--- src/rtl/mult_sequencer.sv ---
// rtl/mult_sequencer.sv - radix-2 shift-add MULT/MULTU sequencer owning HI/LO
module mult_sequencer #(
  parameter int WIDTH = 32
) (
  input  logic             clk,
  input  logic             rst_n,
  input  logic             start_mult,
  input  logic             mult_sign,
  input  logic [WIDTH-1:0] op_a,
  input  logic [WIDTH-1:0] op_b,
  input  logic             mfhi_req,
  input  logic             mflo_req,
  input  logic             mult_abort,
  output logic [WIDTH-1:0] hi,
  output logic [WIDTH-1:0] lo,
  output logic             busy,
  output logic             done,
  output logic             stall
);

  localparam int CW = $clog2(WIDTH + 1);

  typedef enum logic [1:0] {
    S_IDLE = 2'd0,
    S_RUN  = 2'd1,
    S_FIX  = 2'd2
  } state_t;

  state_t               r_state;
  state_t               w_next_state;
  logic [2*WIDTH-1:0]   r_acc;
  logic [2*WIDTH-1:0]   r_mcand;
  logic [WIDTH-1:0]     r_mplier;
  logic [CW-1:0]        r_count;
  logic                 r_neg;
  logic [WIDTH-1:0]     r_hi;
  logic [WIDTH-1:0]     r_lo;
  logic                 r_done;

  logic                 w_accept;
  logic [WIDTH-1:0]     w_mag_a;
  logic [WIDTH-1:0]     w_mag_b;
  logic [2*WIDTH-1:0]   w_result;

  // Operand magnitudes; -2^(WIDTH-1) negates to itself, which reads correctly as unsigned.
  assign w_mag_a  = (mult_sign && op_a[WIDTH-1]) ? (~op_a + 1'b1) : op_a;
  assign w_mag_b  = (mult_sign && op_b[WIDTH-1]) ? (~op_b + 1'b1) : op_b;
  assign w_accept = (r_state == S_IDLE) && start_mult && !mult_abort;
  assign w_result = r_neg ? (~r_acc + 1'b1) : r_acc;

  assign busy  = (r_state == S_RUN) || (r_state == S_FIX);
  assign stall = busy && (mfhi_req || mflo_req || start_mult);
  assign hi    = r_hi;
  assign lo    = r_lo;
  assign done  = r_done;

  // State register.
  always_ff @(posedge clk or negedge rst_n) begin
    if (!rst_n) begin
      r_state <= S_IDLE;
    end else begin
      r_state <= w_next_state;
    end
  end

  // Next-state logic; an abort in RUN or FIX drops straight back to IDLE.
  always_comb begin
    w_next_state = r_state;
    case (r_state)
      S_IDLE: begin
        if (w_accept) w_next_state = S_RUN;
      end
      S_RUN: begin
        if (mult_abort)                  w_next_state = S_IDLE;
        else if (r_count == CW'(1))      w_next_state = S_FIX;
      end
      S_FIX: begin
        w_next_state = S_IDLE;
      end
      default: w_next_state = S_IDLE;
    endcase
  end

  // Datapath: latch operands on accept, shift-add per RUN edge, sign-fix into HI/LO.
  always_ff @(posedge clk or negedge rst_n) begin
    if (!rst_n) begin
      r_acc    <= '0;
      r_mcand  <= '0;
      r_mplier <= '0;
      r_count  <= '0;
      r_neg    <= 1'b0;
      r_hi     <= '0;
      r_lo     <= '0;
      r_done   <= 1'b0;
    end else begin
      r_done <= 1'b0;
      case (r_state)
        S_IDLE: begin
          if (w_accept) begin
            r_mcand  <= {{WIDTH{1'b0}}, w_mag_a};
            r_mplier <= w_mag_b;
            r_neg    <= mult_sign & (op_a[WIDTH-1] ^ op_b[WIDTH-1]);
            r_acc    <= '0;
            r_count  <= CW'(WIDTH);
          end
        end
        S_RUN: begin
          if (mult_abort) begin
            r_count <= '0;
          end else begin
            // r_mcand carries the running left shift of (WIDTH - count).
            if (r_mplier[0]) r_acc <= r_acc + r_mcand;
            r_mcand  <= r_mcand << 1;
            r_mplier <= r_mplier >> 1;
            r_count  <= r_count - CW'(1);
          end
        end
        S_FIX: begin
          if (!mult_abort) begin
            r_hi   <= w_result[2*WIDTH-1:WIDTH];
            r_lo   <= w_result[WIDTH-1:0];
            r_done <= 1'b1;
          end
        end
        default: begin
          r_count <= '0;
        end
      endcase
    end
  end

endmodule
--- config.mk ---
export PLATFORM = sky130hd
export DESIGN_NAME = mult_sequencer
export DESIGN_NICKNAME = d
export VERILOG_FILES = /design/src/rtl/mult_sequencer.sv
export SDC_FILE = /design/constraint.sdc
export NUM_CORES = 1
export LEC_CHECK = 0
export ABC_CLOCK_PERIOD_IN_PS = 9800
export CORE_MARGIN = 5
export CORE_UTILIZATION = 47
export DETAILED_ROUTE_END_ITERATION = 6
export PLACE_DENSITY_LB_ADDON = 0.05
export SLEW_MARGIN = 20
export SYNTH_ARGS = -nofsm -noshare
export SYNTH_HDL_FRONTEND = slang
export SYNTH_SLANG_ARGS = --single-unit
export TNS_END_PERCENT = 5
--- constraint.sdc ---
create_clock -name clk -period 9.8 [get_ports clk]
set_input_delay 1.96 -clock clk [delete_from_list [all_inputs] [get_ports clk]]
set_output_delay 1.96 -clock clk [all_outputs]
set_load 0.01 [all_outputs]
==> reports/metrics.json <==
{
  "status": {
    "result_of_the_run": "completed"
  },
  "sta": {
    "setup_viol_count_final": 0,
    "max_slew.worst_pin.slew_ns": 0.973,
    "finalClockSkew_ns": 0.0227,
    "fin_tns_setup_ns": 0,
    "final_period_minus_worst_setup_slack_ns": 5.11,
    "clock.fmax_mhz": 196,
    "grt_setup_unrepaired": "false",
    "max_slew_margin_pct": 34.3,
    "report.final.hold_viol_count": 0,
    "finalMaxSlewViolations": 0,
    "final_clock_period_utilization_by_the_worst_path_pct": 52.1
  },
  "floorplan": {
    "number_of_i_o_pins": 138,
    "core_um2": 32500,
    "die-area_um2": 36500,
    "die_x_um": 191,
    "floorplan.die.height_um": 191,
    "initial_core_util_pct": 47.4,
    "floorplan.rows": 66
  },
  "routing": {
    "detail_route.drc_violations": 0,
    "first_iter_violations": 937,
    "dr_total_vias": 13615,
    "wirelength_um": 40600,
    "drt-pass1-iter-count": 5,
    "ant_nets": 0,
    "wl_per_cell_um": 16.7,
    "route.detailed.vias_per_inst": 5.60
  },
  "layout": {
    "finish.utilization_pct": 55.5,
    "final_layout_size_suffix_gt1_share_pct": 3.87,
    "syn2layout_area_growth_pct": 17.0,
    "antenna_diode_count": 0,
    "nets": 2115,
    "finish.instance_area_um2": 18000
  },
  "synthesis": {
    "post_synth_fa_ha_maj_area_fraction_pct": 5.90,
    "yosysUniqueCellTypes": 64,
    "post_synth_instance_area_um2": 15400,
    "synth-edff-count": 0,
    "synthArstFlopShare_pct": 100,
    "avgSynthCellArea_um2": 8.09,
    "synth_sequential_area_ratio_pct": 38.0,
    "post_synth_xor_area_fraction_pct": 9.73,
    "yosys.area_share.simple_pct": 20.3,
    "ys_seq_elements": 234,
    "synth_mux_area_share_pct": 0.390,
    "synth-warning-count": 0,
    "synth_compound_area_share_pct": 22.2,
    "mappedNetlistNets": 2047,
    "synth_top_flop_cell": "sky130_fd_sc_hd__dfrtp_1",
    "post_synth_inst_count": 1904,
    "synth_top_family_by_area": "compound AO/OA/AOI/OAI gates"
  },
  "clock_network": {
    "cts.htree.levels": 1,
    "clock-sinks": 234,
    "clock_insertion_delay_worst_skew_ns": 0.54,
    "cts_resized": 0,
    "cts.reportedPaths.clkPinSlew_ns": 0.06,
    "cts_hold_buf": 0,
    "clk_root_buffer_cell": "sky130_fd_sc_hd__clkbuf_16",
    "postCtsSetupBuffers": 0,
    "cts_inserted_buffers": 27,
    "cts_tree": "done",
    "clk_path_buf_depth": 3
  },
  "setup_path": {
    "arrival_ns": 3.15,
    "slowest_stage": "sky130_fd_sc_hd__clkdlybuf4s50_1",
    "crit_path_frequent_cell": "sky130_fd_sc_hd__clkdlybuf4s50_1",
    "path_class": "primary input to output port",
    "path_cells": "clkdlybuf4s50_1 -> o31a_1 -> clkdlybuf4s50_1",
    "delay_contributed_by_the_slowest_stage_of_the_critical_path_ns": 0.48,
    "timing.rr.start": "r_mcand[0]$_DFFE_PN0P_",
    "startpoint_type": "primary input",
    "cp-end-kind": "output port",
    "timing.critical_path.buf_inv": 2,
    "cp_top_family": "buffers and inverters",
    "critPathMaxFanout": 2,
    "timing.critical_path.from": "start_mult",
    "crit_required_ns": 7.84
  },
  "power_and_ir_drop": {
    "peakVddDrop_mv": 0.184,
    "power_share_of_the_clock_group_pct": 22.6,
    "cellInternalPower_w": 0.00283,
    "switching_share_pct": 41.5,
    "power.sequential.fraction_pct": 31.0,
    "power.net_switching_w": 0.00201,
    "power.share.combinational_pct": 46.4,
    "power_leakage_nw": 8.09,
    "cellPowerDensity_nw_per_um2": 269
  },
  "place": {
    "gp_congestion": 0.958,
    "dp.final_hpwl_um": 29900,
    "placed_cell_area_um2": 17000,
    "io_buffers": 137
  },
  "job": {
    "drv.max_cap_violation_count": 0
  },
  "global_route": {
    "wire_length_of_the_first_global_routing_pass_um": 67800,
    "pin_count_of_the_biggest_net_entering_global_routing": 130,
    "grt_remaining_overflow": 0,
    "antenna_found_initial": 0,
    "first_global_vias": 12835,
    "grt_use_total_pct": 22.2
  },
  "worst_hold_path": {
    "hold_path_class": "flip-flop to flip-flop",
    "timing.hold.worst.start": "hi[20]$_DFFE_PN0P_"
  }
}
## cell usage after synthesis, drive strengths merged, types with 4 or more instances
library cell / count / area [um2]
nand2: 343 / 1290
nand2b: 12 / 82.6
o21bai: 10 / 75.1
ha: 71 / 888
xor2: 106 / 928
nand4: 23 / 144
o21ai: 263 / 1320
o31ai: 41 / 322
mux2i: 6 / 60.1
nor2: 119 / 447
or4: 18 / 135
nor3: 32 / 160
and3: 5 / 31.3
dfrtp: 234 / 5860
nor2b: 9 / 56.3
a21o: 33 / 248
and2: 5 / 31.3
a31oi: 13 / 81.3
a21oi: 175 / 876
and4: 4 / 35.0
clkbuf: 101 / 379
o21a: 14 / 105
or3: 31 / 209
xnor2: 65 / 569
buf: 7 / 27.5
nor4: 19 / 134
inv: 34 / 128
o41ai: 14 / 130
nand3: 52 / 265
or2: 4 / 27.5
## metrics by stage
step | setup WS [ns] | instances | hold WS [ns] | total power (W)
global placement | 4.53 | 2385 | 0.461 | 0.00372
finish | 4.69 | 2433 | 0.475 | 0.00484
global route | 4.54 | 2433 | 0.498 | 0.00524
CTS | 4.68 | 2433 | 0.483 | 0.00487
floorplan | 5.37 | 1904 | 0.445 | 0.00303
detailed placement | 4.48 | 2385 | 0.469 | 0.00377
## registers in the layout, summed over array words and instances, names as in the netlist
register and cells:
hi 32, done 1, r_state 2, r_neg 1
lo 32, r_acc 64, r_mplier 32, r_mcand 64
r_count 6
## cell type report
cell class / count / area, um2
sequential: 234 / 5860
clock buffer: 34 / 752
timing repair buffer: 147 / 1460
fill: 3044 / 14400
tap: 442 / 553
multi-input combinational: 1528 / 9060
clock inverter: 14 / 216
inverter: 34 / 128
## cells in the final DEF, fill, tap and decap left out, types with 18 or more instances in the layout
cell type and n:
sky130_fd_sc_hd__nand2_1 343, sky130_fd_sc_hd__o21ai_0 259, sky130_fd_sc_hd__dfrtp_1 233, sky130_fd_sc_hd__a21oi_1 175, sky130_fd_sc_hd__clkdlybuf4s50_1 136, sky130_fd_sc_hd__nor2_1 119
sky130_fd_sc_hd__xor2_1 106, sky130_fd_sc_hd__ha_1 70, sky130_fd_sc_hd__xnor2_1 65, sky130_fd_sc_hd__nand3_1 51, sky130_fd_sc_hd__o31ai_1 40, sky130_fd_sc_hd__inv_1 34
sky130_fd_sc_hd__a21o_1 33, sky130_fd_sc_hd__nor3_1 32, sky130_fd_sc_hd__or3_1 28, sky130_fd_sc_hd__clkbuf_16 27, sky130_fd_sc_hd__nand4_1 23, sky130_fd_sc_hd__or4_1 18
sky130_fd_sc_hd__nor4_1 18
## per-layer routing
layer	vias to the layer above	global-route usage, %	routed length, um
met1	6299	36.3	21400
li1	6885	-	-
met3	51	2.72	2580
met2	380	31.4	15900
met5	-	0	0
met4	0	4.34	826
## power groups by stage
| stage | clock network, W | logic (W) | registers, W |
|---|---|---|---|
| after global placement | 0 | 0.00222 | 0.00151 |
| after detailed placement | 0 | 0.00225 | 0.00152 |
| after global routing | 0.00116 | 0.00254 | 0.00154 |
| after floorplan | 0 | 0.00159 | 0.00144 |
| after CTS | 0.00112 | 0.00226 | 0.00150 |
| final | 0.00109 | 0.00225 | 0.00150 |
## tightest hold or removal path: cells and delay by family, from the launching register on
kind / cells / cell delay, ns
AO/OA/AOI/OAI: 1 / 0.06
flip-flops: 1 / 0.34
AND/OR/NAND/NOR: 1 / 0.05
## final timing paths
path,cells past startpoint,slack [ns],to
max,3,4.69,stall
min,2,0.47,hi[20]$_DFFE_PN0P_
max reg2reg,14,5.70,r_acc[56]$_DFFE_PN0P_
min reg2reg,2,0.47,hi[20]$_DFFE_PN0P_
max in group asynchronous,2,6.80,r_neg$_DFFE_PN0P_
min in group asynchronous,1,1.44,lo[11]$_DFFE_PN0P_
## kinds of logic after synthesis
logic type / count (synthesis)
multiplexers: 6
AO/OA/AOI/OAI: 594
adder cells (fa/ha/maj): 72
XOR/XNOR: 171
flip-flops: 234
buffers and inverters: 142
AND/OR/NAND/NOR: 685
Power figures use the tool's default switching activity.
